==> src/rtl/alarm_pkg.sv <==
`default_nettype none
// +----------------------------------------------------------------------------+
// | Module      : alarm_pkg                                                    |
// | Description : Shared types and constants for the alarm scheduler: FSM      |
// |               state encoding, hh:mm:ss time struct, range limits and a     |
// |               helper that validates a time value.                          |
// | Revision    : 1.0 - initial release                                        |
// +----------------------------------------------------------------------------+
package alarm_pkg;

    localparam int TIME_W = 6;

    localparam logic [TIME_W-1:0] MAX_HH = 6'd23;
    localparam logic [TIME_W-1:0] MAX_MM = 6'd59;
    localparam logic [TIME_W-1:0] MAX_SS = 6'd59;

    typedef enum logic [1:0] {
        IDLE   = 2'd0,
        RING   = 2'd1,
        SNOOZE = 2'd2
    } state_t;

    typedef struct packed {
        logic [TIME_W-1:0] hh;
        logic [TIME_W-1:0] mm;
        logic [TIME_W-1:0] ss;
    } alarm_time_t;

    // True when every field lies inside its legal clock range.
    function automatic logic time_valid(input alarm_time_t t);
        return (t.hh <= MAX_HH) && (t.mm <= MAX_MM) && (t.ss <= MAX_SS);
    endfunction

endpackage
`default_nettype wire

==> src/rtl/alarm_scheduler_if.sv <==
`default_nettype none
// +----------------------------------------------------------------------------+
// | Module      : alarm_scheduler_if                                           |
// | Description : Bus bundle between the alarm scheduler and its host.         |
// |               master : drives time/tick, slot writes, snooze/dismiss       |
// |               slave  : the scheduler; returns alarm, active_slot and the   |
// |                        armed/pending masks                                 |
// | Revision    : 1.0 - initial release                                        |
// +----------------------------------------------------------------------------+
interface alarm_scheduler_if #(
    parameter int NUM_SLOTS = 4
);
    localparam int SLOT_W = $clog2(NUM_SLOTS);

    logic                 sec_tick;
    logic [5:0]           current_hh;
    logic [5:0]           current_mm;
    logic [5:0]           current_ss;
    logic                 wr_en;
    logic [SLOT_W-1:0]    wr_slot;
    logic [5:0]           wr_hh;
    logic [5:0]           wr_mm;
    logic [5:0]           wr_ss;
    logic                 wr_arm;
    logic                 snooze;
    logic                 dismiss;
    logic                 alarm;
    logic [SLOT_W-1:0]    active_slot;
    logic [NUM_SLOTS-1:0] armed_mask;
    logic [NUM_SLOTS-1:0] pending_mask;

    modport master (
        output sec_tick, current_hh, current_mm, current_ss,
        output wr_en, wr_slot, wr_hh, wr_mm, wr_ss, wr_arm,
        output snooze, dismiss,
        input  alarm, active_slot, armed_mask, pending_mask
    );

    modport slave (
        input  sec_tick, current_hh, current_mm, current_ss,
        input  wr_en, wr_slot, wr_hh, wr_mm, wr_ss, wr_arm,
        input  snooze, dismiss,
        output alarm, active_slot, armed_mask, pending_mask
    );

endinterface
`default_nettype wire

==> src/rtl/alarm_slot.sv <==
`default_nettype none
// +----------------------------------------------------------------------------+
// | Module      : alarm_slot                                                   |
// | Description : One alarm slot: stored time plus armed flag. Writes with an  |
// |               out-of-range field are dropped. o_match is combinational     |
// |               (armed and stored time equals current time).                 |
// | Ports       : clk, rst         - clock, synchronous active-high reset      |
// |               i_wr_en          - write strobe already decoded to this slot |
// |               i_wr_time/i_wr_arm - value to store                          |
// |               i_clr_arm        - drop the armed flag (one-shot support)    |
// |               i_cur_time       - running time of day                       |
// |               o_match/o_armed  - match indication and armed flag           |
// |               o_wr_ok          - write was accepted this cycle             |
// | Revision    : 1.0 - initial release                                        |
// +----------------------------------------------------------------------------+
module alarm_slot
    import alarm_pkg::*;
(
    input  logic        clk,
    input  logic        rst,
    input  logic        i_wr_en,
    input  alarm_time_t i_wr_time,
    input  logic        i_wr_arm,
    input  logic        i_clr_arm,
    input  alarm_time_t i_cur_time,
    output logic        o_match,
    output logic        o_armed,
    output logic        o_wr_ok
);

    alarm_time_t r_time;
    logic        r_armed;
    logic        w_wr_ok;

    assign w_wr_ok = i_wr_en && time_valid(i_wr_time);

    // A write beats an auto-disarm in the same cycle: the host's intent wins.
    always_ff @(posedge clk) begin
        if (rst) begin
            r_time  <= '0;
            r_armed <= 1'b0;
        end else if (w_wr_ok) begin
            r_time  <= i_wr_time;
            r_armed <= i_wr_arm;
        end else if (i_clr_arm) begin
            r_armed <= 1'b0;
        end
    end

    assign o_match = r_armed && (r_time == i_cur_time);
    assign o_armed = r_armed;
    assign o_wr_ok = w_wr_ok;

endmodule
`default_nettype wire

==> src/rtl/alarm_scheduler.sv <==
`default_nettype none
// +----------------------------------------------------------------------------+
// | Module      : alarm_scheduler                                              |
// | Description : Multi-slot alarm controller. Compares NUM_SLOTS alarm times  |
// |               against the running time on each sec_tick, queues matches    |
// |               in pending_mask and sequences ring / snooze / dismiss.       |
// | Ports       : clk, reset - clock, synchronous active-high reset            |
// |               bus        - alarm_scheduler_if.slave (time, writes,         |
// |                            snooze/dismiss in; alarm, active_slot,          |
// |                            armed_mask, pending_mask out)                   |
// | Options     : ALARM_SCHED_ONESHOT_EN - disarm a slot when it starts ringing|
// | Revision    : 1.0 - initial release                                        |
// +----------------------------------------------------------------------------+
module alarm_scheduler
    import alarm_pkg::*;
#(
    parameter int NUM_SLOTS   = 4,
    parameter int RING_SECS   = 60,
    parameter int SNOOZE_SECS = 300
) (
    input  logic               clk,
    input  logic               reset,
    alarm_scheduler_if.slave   bus
);

    localparam int c_SLOT_W   = $clog2(NUM_SLOTS);
    localparam int c_RING_W   = (RING_SECS   > 1) ? $clog2(RING_SECS)   : 1;
    localparam int c_SNOOZE_W = (SNOOZE_SECS > 1) ? $clog2(SNOOZE_SECS) : 1;
    localparam logic [c_RING_W-1:0]   c_RING_LAST   = c_RING_W'(RING_SECS - 1);
    localparam logic [c_SNOOZE_W-1:0] c_SNOOZE_LAST = c_SNOOZE_W'(SNOOZE_SECS - 1);

    state_t                r_state;
    state_t                w_state_nxt;
    logic                  r_alarm;
    logic                  w_alarm_nxt;
    logic [c_SLOT_W-1:0]   r_active;
    logic [c_SLOT_W-1:0]   w_active_nxt;
    logic [c_RING_W-1:0]   r_ring_cnt;
    logic [c_RING_W-1:0]   w_ring_cnt_nxt;
    logic [c_SNOOZE_W-1:0] r_snooze_cnt;
    logic [c_SNOOZE_W-1:0] w_snooze_cnt_nxt;
    logic [NUM_SLOTS-1:0]  r_pending;
    logic [NUM_SLOTS-1:0]  w_pending_nxt;

    alarm_time_t           w_cur_time;
    alarm_time_t           w_wr_time;
    logic [NUM_SLOTS-1:0]  w_wr_sel;
    logic [NUM_SLOTS-1:0]  w_wr_ok;
    logic [NUM_SLOTS-1:0]  w_match;
    logic [NUM_SLOTS-1:0]  w_armed;
    logic [NUM_SLOTS-1:0]  w_clr_arm;
    logic [NUM_SLOTS-1:0]  w_sel_onehot;
    logic [c_SLOT_W-1:0]   w_sel_idx;
    logic                  w_select;
    logic                  w_cancel;

    assign w_cur_time = {bus.current_hh, bus.current_mm, bus.current_ss};
    assign w_wr_time  = {bus.wr_hh, bus.wr_mm, bus.wr_ss};

    // ------------------------------------------------------------------
    // Slot array
    // ------------------------------------------------------------------
    for (genvar i = 0; i < NUM_SLOTS; i++) begin : g_slot
        assign w_wr_sel[i] = bus.wr_en && (bus.wr_slot == c_SLOT_W'(i));

        alarm_slot u_slot (
            .clk        (clk),
            .rst        (reset),
            .i_wr_en    (w_wr_sel[i]),
            .i_wr_time  (w_wr_time),
            .i_wr_arm   (bus.wr_arm),
            .i_clr_arm  (w_clr_arm[i]),
            .i_cur_time (w_cur_time),
            .o_match    (w_match[i]),
            .o_armed    (w_armed[i]),
            .o_wr_ok    (w_wr_ok[i])
        );
    end

    // ------------------------------------------------------------------
    // Lowest-index pending slot wins (scan high to low, last hit sticks)
    // ------------------------------------------------------------------
    always_comb begin
        w_sel_idx    = '0;
        w_sel_onehot = '0;
        for (int i = NUM_SLOTS - 1; i >= 0; i--) begin
            if (r_pending[i]) begin
                w_sel_idx       = c_SLOT_W'(i);
                w_sel_onehot    = '0;
                w_sel_onehot[i] = 1'b1;
            end
        end
    end

    assign w_select = (r_state == IDLE) && (|r_pending);

`ifdef ALARM_SCHED_ONESHOT_EN
    assign w_clr_arm = w_select ? w_sel_onehot : '0;
`else
    assign w_clr_arm = '0;
`endif

    // Only a disarming write to the slot being serviced stops the alarm;
    // re-programming it while armed lets the current ring continue.
    assign w_cancel = w_wr_ok[r_active] && !bus.wr_arm;

    // Matches are gated to the tick; an accepted write overrides both a
    // same-cycle match and any older queued match for that slot.
    assign w_pending_nxt = ((r_pending & ~(w_select ? w_sel_onehot : '0))
                            | (bus.sec_tick ? w_match : '0))
                           & ~w_wr_ok;

    // ------------------------------------------------------------------
    // FSM: state register
    // ------------------------------------------------------------------
    always_ff @(posedge clk) begin
        if (reset) begin
            r_state <= IDLE;
        end else begin
            r_state <= w_state_nxt;
        end
    end

    // ------------------------------------------------------------------
    // FSM: next state
    // ------------------------------------------------------------------
    always_comb begin
        w_state_nxt = r_state;
        case (r_state)
            IDLE: begin
                if (|r_pending) begin
                    w_state_nxt = RING;
                end
            end
            RING: begin
                if (bus.dismiss || w_cancel) begin
                    w_state_nxt = IDLE;
                end else if (bus.sec_tick && (r_ring_cnt == c_RING_LAST)) begin
                    w_state_nxt = IDLE;
                end else if (bus.snooze) begin
                    w_state_nxt = SNOOZE;
                end
            end
            SNOOZE: begin
                if (bus.dismiss || w_cancel) begin
                    w_state_nxt = IDLE;
                end else if (bus.sec_tick && (r_snooze_cnt == c_SNOOZE_LAST)) begin
                    w_state_nxt = RING;
                end
            end
            default: w_state_nxt = IDLE;
        endcase
    end

    // ------------------------------------------------------------------
    // FSM: outputs and counters
    // ------------------------------------------------------------------
    always_comb begin
        w_alarm_nxt      = (w_state_nxt == RING);
        w_active_nxt     = w_select ? w_sel_idx : r_active;
        w_ring_cnt_nxt   = r_ring_cnt;
        w_snooze_cnt_nxt = r_snooze_cnt;

        // Counters restart on state entry and saturate at their last value.
        if ((r_state != RING) && (w_state_nxt == RING)) begin
            w_ring_cnt_nxt = '0;
        end else if ((r_state == RING) && bus.sec_tick && (r_ring_cnt != c_RING_LAST)) begin
            w_ring_cnt_nxt = r_ring_cnt + 1'b1;
        end

        if ((r_state != SNOOZE) && (w_state_nxt == SNOOZE)) begin
            w_snooze_cnt_nxt = '0;
        end else if ((r_state == SNOOZE) && bus.sec_tick && (r_snooze_cnt != c_SNOOZE_LAST)) begin
            w_snooze_cnt_nxt = r_snooze_cnt + 1'b1;
        end
    end

    always_ff @(posedge clk) begin
        if (reset) begin
            r_alarm      <= 1'b0;
            r_active     <= '0;
            r_ring_cnt   <= '0;
            r_snooze_cnt <= '0;
            r_pending    <= '0;
        end else begin
            r_alarm      <= w_alarm_nxt;
            r_active     <= w_active_nxt;
            r_ring_cnt   <= w_ring_cnt_nxt;
            r_snooze_cnt <= w_snooze_cnt_nxt;
            r_pending    <= w_pending_nxt;
        end
    end

    assign bus.alarm        = r_alarm;
    assign bus.active_slot  = r_active;
    assign bus.armed_mask   = w_armed;
    assign bus.pending_mask = r_pending;

endmodule
`default_nettype wire

==> src/flat_wrapper.sv <==
// flat-port wrapper written by rule: the top's interface ports become plain ports
module alarm_scheduler_flat import alarm_pkg::*;
#(
    parameter int NUM_SLOTS   = 4,
    parameter int RING_SECS   = 60,
    parameter int SNOOZE_SECS = 300
)
  (clk, reset, bus_sec_tick, bus_current_hh, bus_current_mm, bus_current_ss, bus_wr_en, bus_wr_slot, bus_wr_hh, bus_wr_mm, bus_wr_ss, bus_wr_arm, bus_snooze, bus_dismiss, bus_alarm, bus_active_slot, bus_armed_mask, bus_pending_mask);
  alarm_scheduler_if #(.NUM_SLOTS(NUM_SLOTS)) bus_i ();
  input  logic clk;
  input  logic reset;
  input wire logic [$bits(bus_i.sec_tick)-1:0] bus_sec_tick;
  input wire logic [$bits(bus_i.current_hh)-1:0] bus_current_hh;
  input wire logic [$bits(bus_i.current_mm)-1:0] bus_current_mm;
  input wire logic [$bits(bus_i.current_ss)-1:0] bus_current_ss;
  input wire logic [$bits(bus_i.wr_en)-1:0] bus_wr_en;
  input wire logic [$bits(bus_i.wr_slot)-1:0] bus_wr_slot;
  input wire logic [$bits(bus_i.wr_hh)-1:0] bus_wr_hh;
  input wire logic [$bits(bus_i.wr_mm)-1:0] bus_wr_mm;
  input wire logic [$bits(bus_i.wr_ss)-1:0] bus_wr_ss;
  input wire logic [$bits(bus_i.wr_arm)-1:0] bus_wr_arm;
  input wire logic [$bits(bus_i.snooze)-1:0] bus_snooze;
  input wire logic [$bits(bus_i.dismiss)-1:0] bus_dismiss;
  output wire logic [$bits(bus_i.alarm)-1:0] bus_alarm;
  output wire logic [$bits(bus_i.active_slot)-1:0] bus_active_slot;
  output wire logic [$bits(bus_i.armed_mask)-1:0] bus_armed_mask;
  output wire logic [$bits(bus_i.pending_mask)-1:0] bus_pending_mask;
  assign bus_i.sec_tick = bus_sec_tick;
  assign bus_i.current_hh = bus_current_hh;
  assign bus_i.current_mm = bus_current_mm;
  assign bus_i.current_ss = bus_current_ss;
  assign bus_i.wr_en = bus_wr_en;
  assign bus_i.wr_slot = bus_wr_slot;
  assign bus_i.wr_hh = bus_wr_hh;
  assign bus_i.wr_mm = bus_wr_mm;
  assign bus_i.wr_ss = bus_wr_ss;
  assign bus_i.wr_arm = bus_wr_arm;
  assign bus_i.snooze = bus_snooze;
  assign bus_i.dismiss = bus_dismiss;
  assign bus_alarm = bus_i.alarm;
  assign bus_active_slot = bus_i.active_slot;
  assign bus_armed_mask = bus_i.armed_mask;
  assign bus_pending_mask = bus_i.pending_mask;
  alarm_scheduler #(.NUM_SLOTS(NUM_SLOTS), .RING_SECS(RING_SECS), .SNOOZE_SECS(SNOOZE_SECS)) u_core (.clk(clk), .reset(reset), .bus(bus_i));
endmodule
==> config.mk <==
export PLATFORM = sky130hd
export DESIGN_NAME = alarm_scheduler_flat
export DESIGN_NICKNAME = d
export VERILOG_FILES = /design/src/rtl/alarm_pkg.sv /design/src/rtl/alarm_scheduler_if.sv /design/src/rtl/alarm_slot.sv /design/src/rtl/alarm_scheduler.sv /design/src/flat_wrapper.sv
export SDC_FILE = /design/constraint.sdc
export NUM_CORES = 1
export LEC_CHECK = 0
export CORE_ASPECT_RATIO = 0.5
export CORE_MARGIN = 5
export CORE_UTILIZATION = 41
export CTS_BUF_LIST = sky130_fd_sc_hd__clkbuf_16
export CTS_CLUSTER_DIAMETER = 150
export DETAILED_ROUTE_END_ITERATION = 10
export HOLD_SLACK_MARGIN = 0.05
export SYNTH_ARGS = -nofsm -noshare
export SYNTH_HDL_FRONTEND = slang
export SYNTH_SLANG_ARGS = --single-unit
==> constraint.sdc <==
create_clock -name clk -period 4.7 [get_ports clk]
set_clock_uncertainty 0.15 [all_clocks]
set_input_delay 0.705 -clock clk [delete_from_list [all_inputs] [get_ports clk]]
set_output_delay 0.705 -clock clk [all_outputs]
set_load 0.01 [all_outputs]
# After elaboration in Yosys (flattened, before gate mapping)

Index checks and enable logic that the tools add are counted.

Logic and storage cells: 100
Input bits: 45
Register bits after elaboration: 100
Output and inout port bits: 11

$add $sub $neg: 2
Reduce and logical (&&, ||, !) cells: 31
Equal/unequal tests: 17
Order comparisons: 4
Multiplexer cells: 19
Bitwise gates (word level): 5

Operators with widths:

| cell                  | number |
|---|---|
| $eq A18 B18 Y1        | 4 |
| $logic_and A1 B1 Y1   | 24 |
| $mux W4               | 6 |
| $mux W2               | 10 |
| $le A6 B6 Y1 const B  | 2 |
| $add A9 B1 Y9 const B | 1 |
| $eq A9 B9 Y1 const B  | 1 |
| $ne A9 B9 Y1 const B  | 1 |
| $and A4 B4 Y4         | 2 |
| $eq A2 B2 Y1 const B  | 4 |
| $not A4 Y4            | 2 |
| $add A6 B1 Y6 const B | 1 |
| $eq A2 B1 Y1 const B  | 3 |
| $eq A6 B6 Y1 const B  | 1 |
| $le A6 B5 Y1 const B  | 1 |
| $ne A6 B6 Y1 const B  | 1 |
| $pmux W2 S3           | 1 |
| $logic_not A2 Y1      | 2 |
| $or A4 B4 Y4          | 1 |
| $reduce_or A2 Y1      | 2 |
| $reduce_or A4 Y1      | 1 |
| $lt A2 B3 Y1 const B  | 1 |
| $bmux W1 S2           | 1 |
| $ne A2 B1 Y1 const B  | 1 |
| other kinds (4)       | 4 |

# Depth between registers and ports, before layout

Depth in word-level cells: 13
Mapped depth: 7
Depth with buffers taken out: 6

# Hierarchy

A second synthesis with hierarchy kept.

Cells, all modules: 523
Area total of the unflattened synthesis: 4873.4 um^2

By module, submodules not included:

| module          | area an instance (um^2) | cells an instance | instances | sequential area each (um^2) |
|---|---|---|---|---|
| alarm_slot      | 912.1                   | 95                | 4         | 380.4 |
| alarm_scheduler | 1224.9                  | 143               | 1         | 480.5 |

# Least setup slack after synthesis

Ideal clock, no wire load.

Path type: input-to-reg
From: input bus_sec_tick
To: register u_core.r_ring_cnt[2]
Arrival time: 1.914 ns
Setup slack: 2.504 ns
Setup time: 0.132 ns
Stages on the path: 7
Path buffers: 2
Data required time: 4.418 ns
Cells stage by stage: buf_4 and3b_1 clkbuf_2 nor3b_1 o221ai_2 a221oi_4 nor3_1

Word-level cells in the longest chain between the ends: 7
Elaborated cells between the ends (all ways): 12
Classes of those cells: eq/ne (1); mux (5); reduce/logical (6)

Ends and longest elaborated chain:

| item                                          | RTL line                                       | source |
|---|---|---|
| start: declaration                            | flat_wrapper.sv:12                             | `input wire logic [$bits(bus_i.sec_tick)-1:0] bus_sec_tick;` |
| $logic_and A1 B1 Y1, on equally long branches | alarm_scheduler.sv:147, alarm_scheduler.sv:138 |  |
| $mux W2, on equally long branches             | alarm_scheduler.sv:147, alarm_scheduler.sv:138 |  |
| $mux W2, on equally long branches             | alarm_scheduler.sv:145, alarm_scheduler.sv:136 |  |
| $pmux W2 S3                                   | alarm_scheduler.sv:129                         | `case (r_state)` |
| $eq A2 B1 Y1                                  | alarm_scheduler.sv:165                         | `if ((r_state != RING) && (w_state_nxt == RING)) begin` |
| $logic_and A1 B1 Y1                           | alarm_scheduler.sv:165                         |  |
| $reduce_or A2 Y1 (no line)                    | --                                             |  |
| end signal: assignment                        | alarm_scheduler.sv:188                         | `r_ring_cnt <= w_ring_cnt_nxt;` |
| end: declaration                              | alarm_scheduler.sv:38                          | `logic [c_RING_W-1:0] r_ring_cnt;` |

Several ways; a longest one is shown, not always the timed one.
A chain may end at the register's enable or synchronous reset.

# Worst setup path after layout

From: input bus_wr_mm[4]
To: register u_core.r_ring_cnt[3]

Word-level cells in the longest chain between the ends: 13
Elaborated cells between the ends (all ways): 17
Classes of those cells: order compare (1); eq/ne (1); mux (5); reduce/logical (10)

Ends and longest elaborated chain:

| item                                 | RTL line                                       | source |
|---|---|---|
| start: declaration                   | flat_wrapper.sv:19                             | `input wire logic [$bits(bus_i.wr_mm)-1:0] bus_wr_mm;` |
| $le A6 B6 Y1 (*)                     | alarm_pkg.sv:31                                | `return (t.hh <= MAX_HH) && (t.mm <= MAX_MM) && (t.ss <= MAX_SS);` |
| $logic_and A1 B1 Y1 (*) (2 in a row) | alarm_pkg.sv:31                                |  |
| $logic_and A1 B1 Y1                  | alarm_slot.sv:35                               | `assign w_wr_ok = i_wr_en && time_valid(i_wr_time);` |
| $bmux W1 S2 (*)                      | alarm_scheduler.sv:105                         | `assign w_cancel = w_wr_ok[r_active] && !bus.wr_arm;` |
| $mux W1 (implied by the code) (*)    | alarm_scheduler.sv:105                         |  |
| $logic_and A1 B1 Y1 (*)              | alarm_scheduler.sv:105                         |  |
| $logic_or A1 B1 Y1 (*)               | alarm_scheduler.sv:136, alarm_scheduler.sv:145 |  |
| $mux W2, on equally long branches    | alarm_scheduler.sv:145, alarm_scheduler.sv:136 |  |
| $pmux W2 S3 (*)                      | alarm_scheduler.sv:129                         |  |
| $eq A2 B1 Y1 (*)                     | alarm_scheduler.sv:165                         |  |
| $logic_and A1 B1 Y1 (*)              | alarm_scheduler.sv:165                         |  |
| $reduce_or A2 Y1 (no line) (*)       | --                                             |  |

Mark *: on every way between the ends. The rest lies on a longest branch, timed or not. The select of a mux whose other input is x is not followed.

==> results.cfg <==
[synthesis]
synth_area_um2 = 4710
yosysTopAreaCell = dfxtp_1
yosys_warnings = 0
synthFlopType = dfxtp_1
synth_top_area_share_pct = 42.5
yosysSeqAreaShare_pct = 42.5
ys_ff_latch = 100
synth_edf_count = 0
synth_cell_types = 43
synth_most_common_cell = dfxtp_1
synthTopCellsByCount = dfxtp_1 (100), nand2_1 (62), nor2_1 (59)
synth_area_leaders = dfxtp_1 (43%), xor2_1 (10%), mux2i_1 (8.1%)
async_reset_ff_share_pct = 0
synth_area_per_cell_um2 = 8.85
synthCells = 532
synth_nets = 579

[placement]
numPortBuffers = 55
gp_congestion = 0.838
dp_hpwl_um = 8760

[detailed_routing]
via_per_inst = 5.20
drcViolationCount = 0
vias = 3762
drtIter0Drc = 217
antenna_left = 0
detail_route.wl_per_cell_um = 16.7
wirelength_um = 12100
drtPass1Iterations = 4

[timing]
tightest_slew_ps = 919
post-route-period-util_pct = 64.6
setup_viol = 0
slew_headroom_pct = 38.7
finalHoldViolCount = 0
fin_crit_ps = 3040
timing.fmax_ghz = 0.329
rsz0062_at_grt = no
slew_violations = 0
finalSetupTns_ps = 0

[floorplan]
die_h_um = 85.8
pin_count = 56
core_area_um2 = 11100
initial_core_util_pct = 42.4
die_width_um = 162
die_area_um2 = 13900
num_rows = 27

[critical_path]
arrival_ps = 3080
worst_path_largest_cell_delay_ps = 500
critPathLaunchType = input pin
crit_type = in -> reg
rr_worst_depth = 6
cp_max_fo = 16
setup.worst_path.end = u_core.r_ring_cnt[3]$_SDFFE_PP0P_
startpoint = bus_wr_mm[4]
critPathMostFrequentCell = nand4_1
regToRegEndpoint = u_core.r_ring_cnt[3]$_SDFFE_PP0P_
r2r-start = u_core.r_snooze_cnt[0]$_SDFFE_PP0P_
cp-end-kind = flip-flop
cpMaxStageDelayCell = clkdlybuf4s50_1
path_cells = clkdlybuf4s50_1 > nand4_1 > nand4_1 > buf_4 > or2_1 > a221oi_4 > nor3_1
r2r_setup_slack_ps = 2540
cp.required_ps = 4740

[clock_network]
cts.clk_slew.worst_paths_ps = 70
cts-resized-gates = 0
ctsLongestPathBuffers = 2
cts-buffers-inserted = 9
cts_tree = yes
clock-sinks = 100
root_buffer = clkbuf_16
cts_setup_buffers = 0
clk_latency_ps = 350
cts_hold_buf = 0
htreeDepth = 3

[power]
p_clk_share_pct = 43.6
p_total_mw = 1.81
swShare_pct = 23.3
ir_drop_uv = 165
power.share.sequential_pct = 47.7
p_leak_nw = 1.98
p_per_area_nw_per_um2 = 320
power.net_switching_mw = 0.422
combPwrFrac_pct = 8.8
p_int_mw = 1.39

[global_routing]
grt_overflow_total = 0
grt_pass1_vias = 3565
antenna_found_initial = 0
grt_usage_pct = 17.7
grt_start_max_net_pins = 49
grt_first_pass_wirelength_um = 19300

[hold_path]
hold_path.class = reg -> reg

[final_layout]
regArea_um2 = 2000
multi_input_area_um2 = 2550
diodes = 0
area_delta_synth_final_pct = 20.5
fill_cells = 1066
drive_gt1_share_pct = 6.23
layout.nets = 620

[outcome]
status = completed

[run]
maxCapViolCount = 0
==> registers in the layout, summed over array words and instances (netlist names) <==
register / flops
u_core.g_slot.u_slot.r_time: 72
u_core.r_snooze_cnt: 9
u_core.r_ring_cnt: 6
u_core.bus.pending_mask: 4
u_core.g_slot.u_slot.o_armed: 4
u_core.bus.active_slot: 2
u_core.r_state: 2
u_core.bus.alarm: 1
==> stage by stage <==
step / area (um2) / cells / hold WS, ps / utilization, % / setup slack, ps
2_1_floorplan: 4710 / 532 / 298 / - / 2500
5_1_grt: 5670 / 723 / 339 / 51.0 / 1460
6_report: 5670 / 723 / 315 / 51.0 / 1660
3_5_place_dp: 5360 / 707 / 310 / 48.2 / 1320
4_1_cts: 5670 / 723 / 319 / 51.0 / 1670
3_3_place_gp: 5360 / 707 / 305 / 48.2 / 1350
==> cell usage in the layout, fill, tap and decap left out, drive strengths merged, types with 2 or more instances in the layout <==
cell type / n
xor2: 54
buf: 9
and3b: 2
clkinvlp: 3
o21ba: 2
ha: 2
mux2i: 38
nand4: 19
a21oi: 38
nor2b: 2
clkinv: 2
nor4: 11
nor3b: 7
or3: 2
o21ai: 20
or2: 5
nor2: 59
nand2: 62
inv: 4
nand4bb: 2
xnor2: 32
nand3: 4
dfxtp: 100
clkbuf: 9
nor3: 13
a211oi: 5
clkdlybuf4s50: 54
bufinv: 2
==> power groups by stage <==
| stage | Clock [mW] | Combinational, mW | Sequential, mW |
|---|---|---|---|
| finish | 0.790 | 0.159 | 0.864 |
| global route | 0.834 | 0.172 | 0.865 |
| detailed placement | 0 | 0.159 | 0.884 |
| global placement | 0 | 0.160 | 0.883 |
| floorplan | 0 | 0.0767 | 0.882 |
| CTS | 0.803 | 0.160 | 0.864 |
==> cell families after synthesis <==
group           Yosys count  synth area share [%]
buf+inv                  37                  3.61
fa+ha+maj                 2                 0.531
flops                   100                  42.5
xor+xnor                 86                  16.0
compound gates           77                  9.99
mux                      38                  8.08
simple gates            192                  19.3
==> worst max-delay path: cells and delay by family <==
family / cells / cell delay [ps]
buffers and inverters: 2 / 890
and+or+nand+nor: 4 / 1070
AOI/OAI and AO/OA: 1 / 410
==> worst min path at each step <==
| stage | depth (start not counted) | slack, ps | endpoint | start |
|---|---|---|---|---|
| floorplan | 2 | 300 | u_core.g_slot[0].u_slot.r_time[12]$_SDFFE_PP0N_ | u_core.g_slot[0].u_slot.r_time[12]$_SDFFE_PP0N_ |
| global placement | 2 | 310 | u_core.g_slot[0].u_slot.r_time[3]$_SDFFE_PP0N_ | u_core.g_slot[0].u_slot.r_time[3]$_SDFFE_PP0N_ |
| detailed placement | 2 | 310 | u_core.g_slot[0].u_slot.r_time[16]$_SDFFE_PP0N_ | u_core.g_slot[0].u_slot.r_time[16]$_SDFFE_PP0N_ |
| CTS | 2 | 320 | u_core.g_slot[0].u_slot.r_time[16]$_SDFFE_PP0N_ | u_core.g_slot[0].u_slot.r_time[16]$_SDFFE_PP0N_ |
| global route | 2 | 340 | u_core.g_slot[0].u_slot.r_time[7]$_SDFFE_PP0N_ | u_core.g_slot[0].u_slot.r_time[7]$_SDFFE_PP0N_ |
| finish | 2 | 320 | u_core.g_slot[0].u_slot.r_time[16]$_SDFFE_PP0N_ | u_core.g_slot[0].u_slot.r_time[16]$_SDFFE_PP0N_ |
==> cell type report <==
| class | instances | area share [%] |
|---|---|---|
| Multi-Input combinational cell | 395 | 45.0 |
| Sequential cell | 100 | 35.3 |
| Timing Repair Buffer | 63 | 10.7 |
| Clock buffer | 9 | 3.97 |
| Tap cell | 145 | 3.20 |
| Clock inverter | 7 | 1.61 |
| Inverter | 4 | 0.265 |
==> layer usage <==
metal	GRT usage [%]	up-vias	share of wire, %
met4	3.87	0	0.88
met2	27.1	66	44
met3	4.75	11	5.1
met5	0	-	0
li1	-	1898	-
met1	25.1	1787	50
Power figures use the tool's default switching activity.
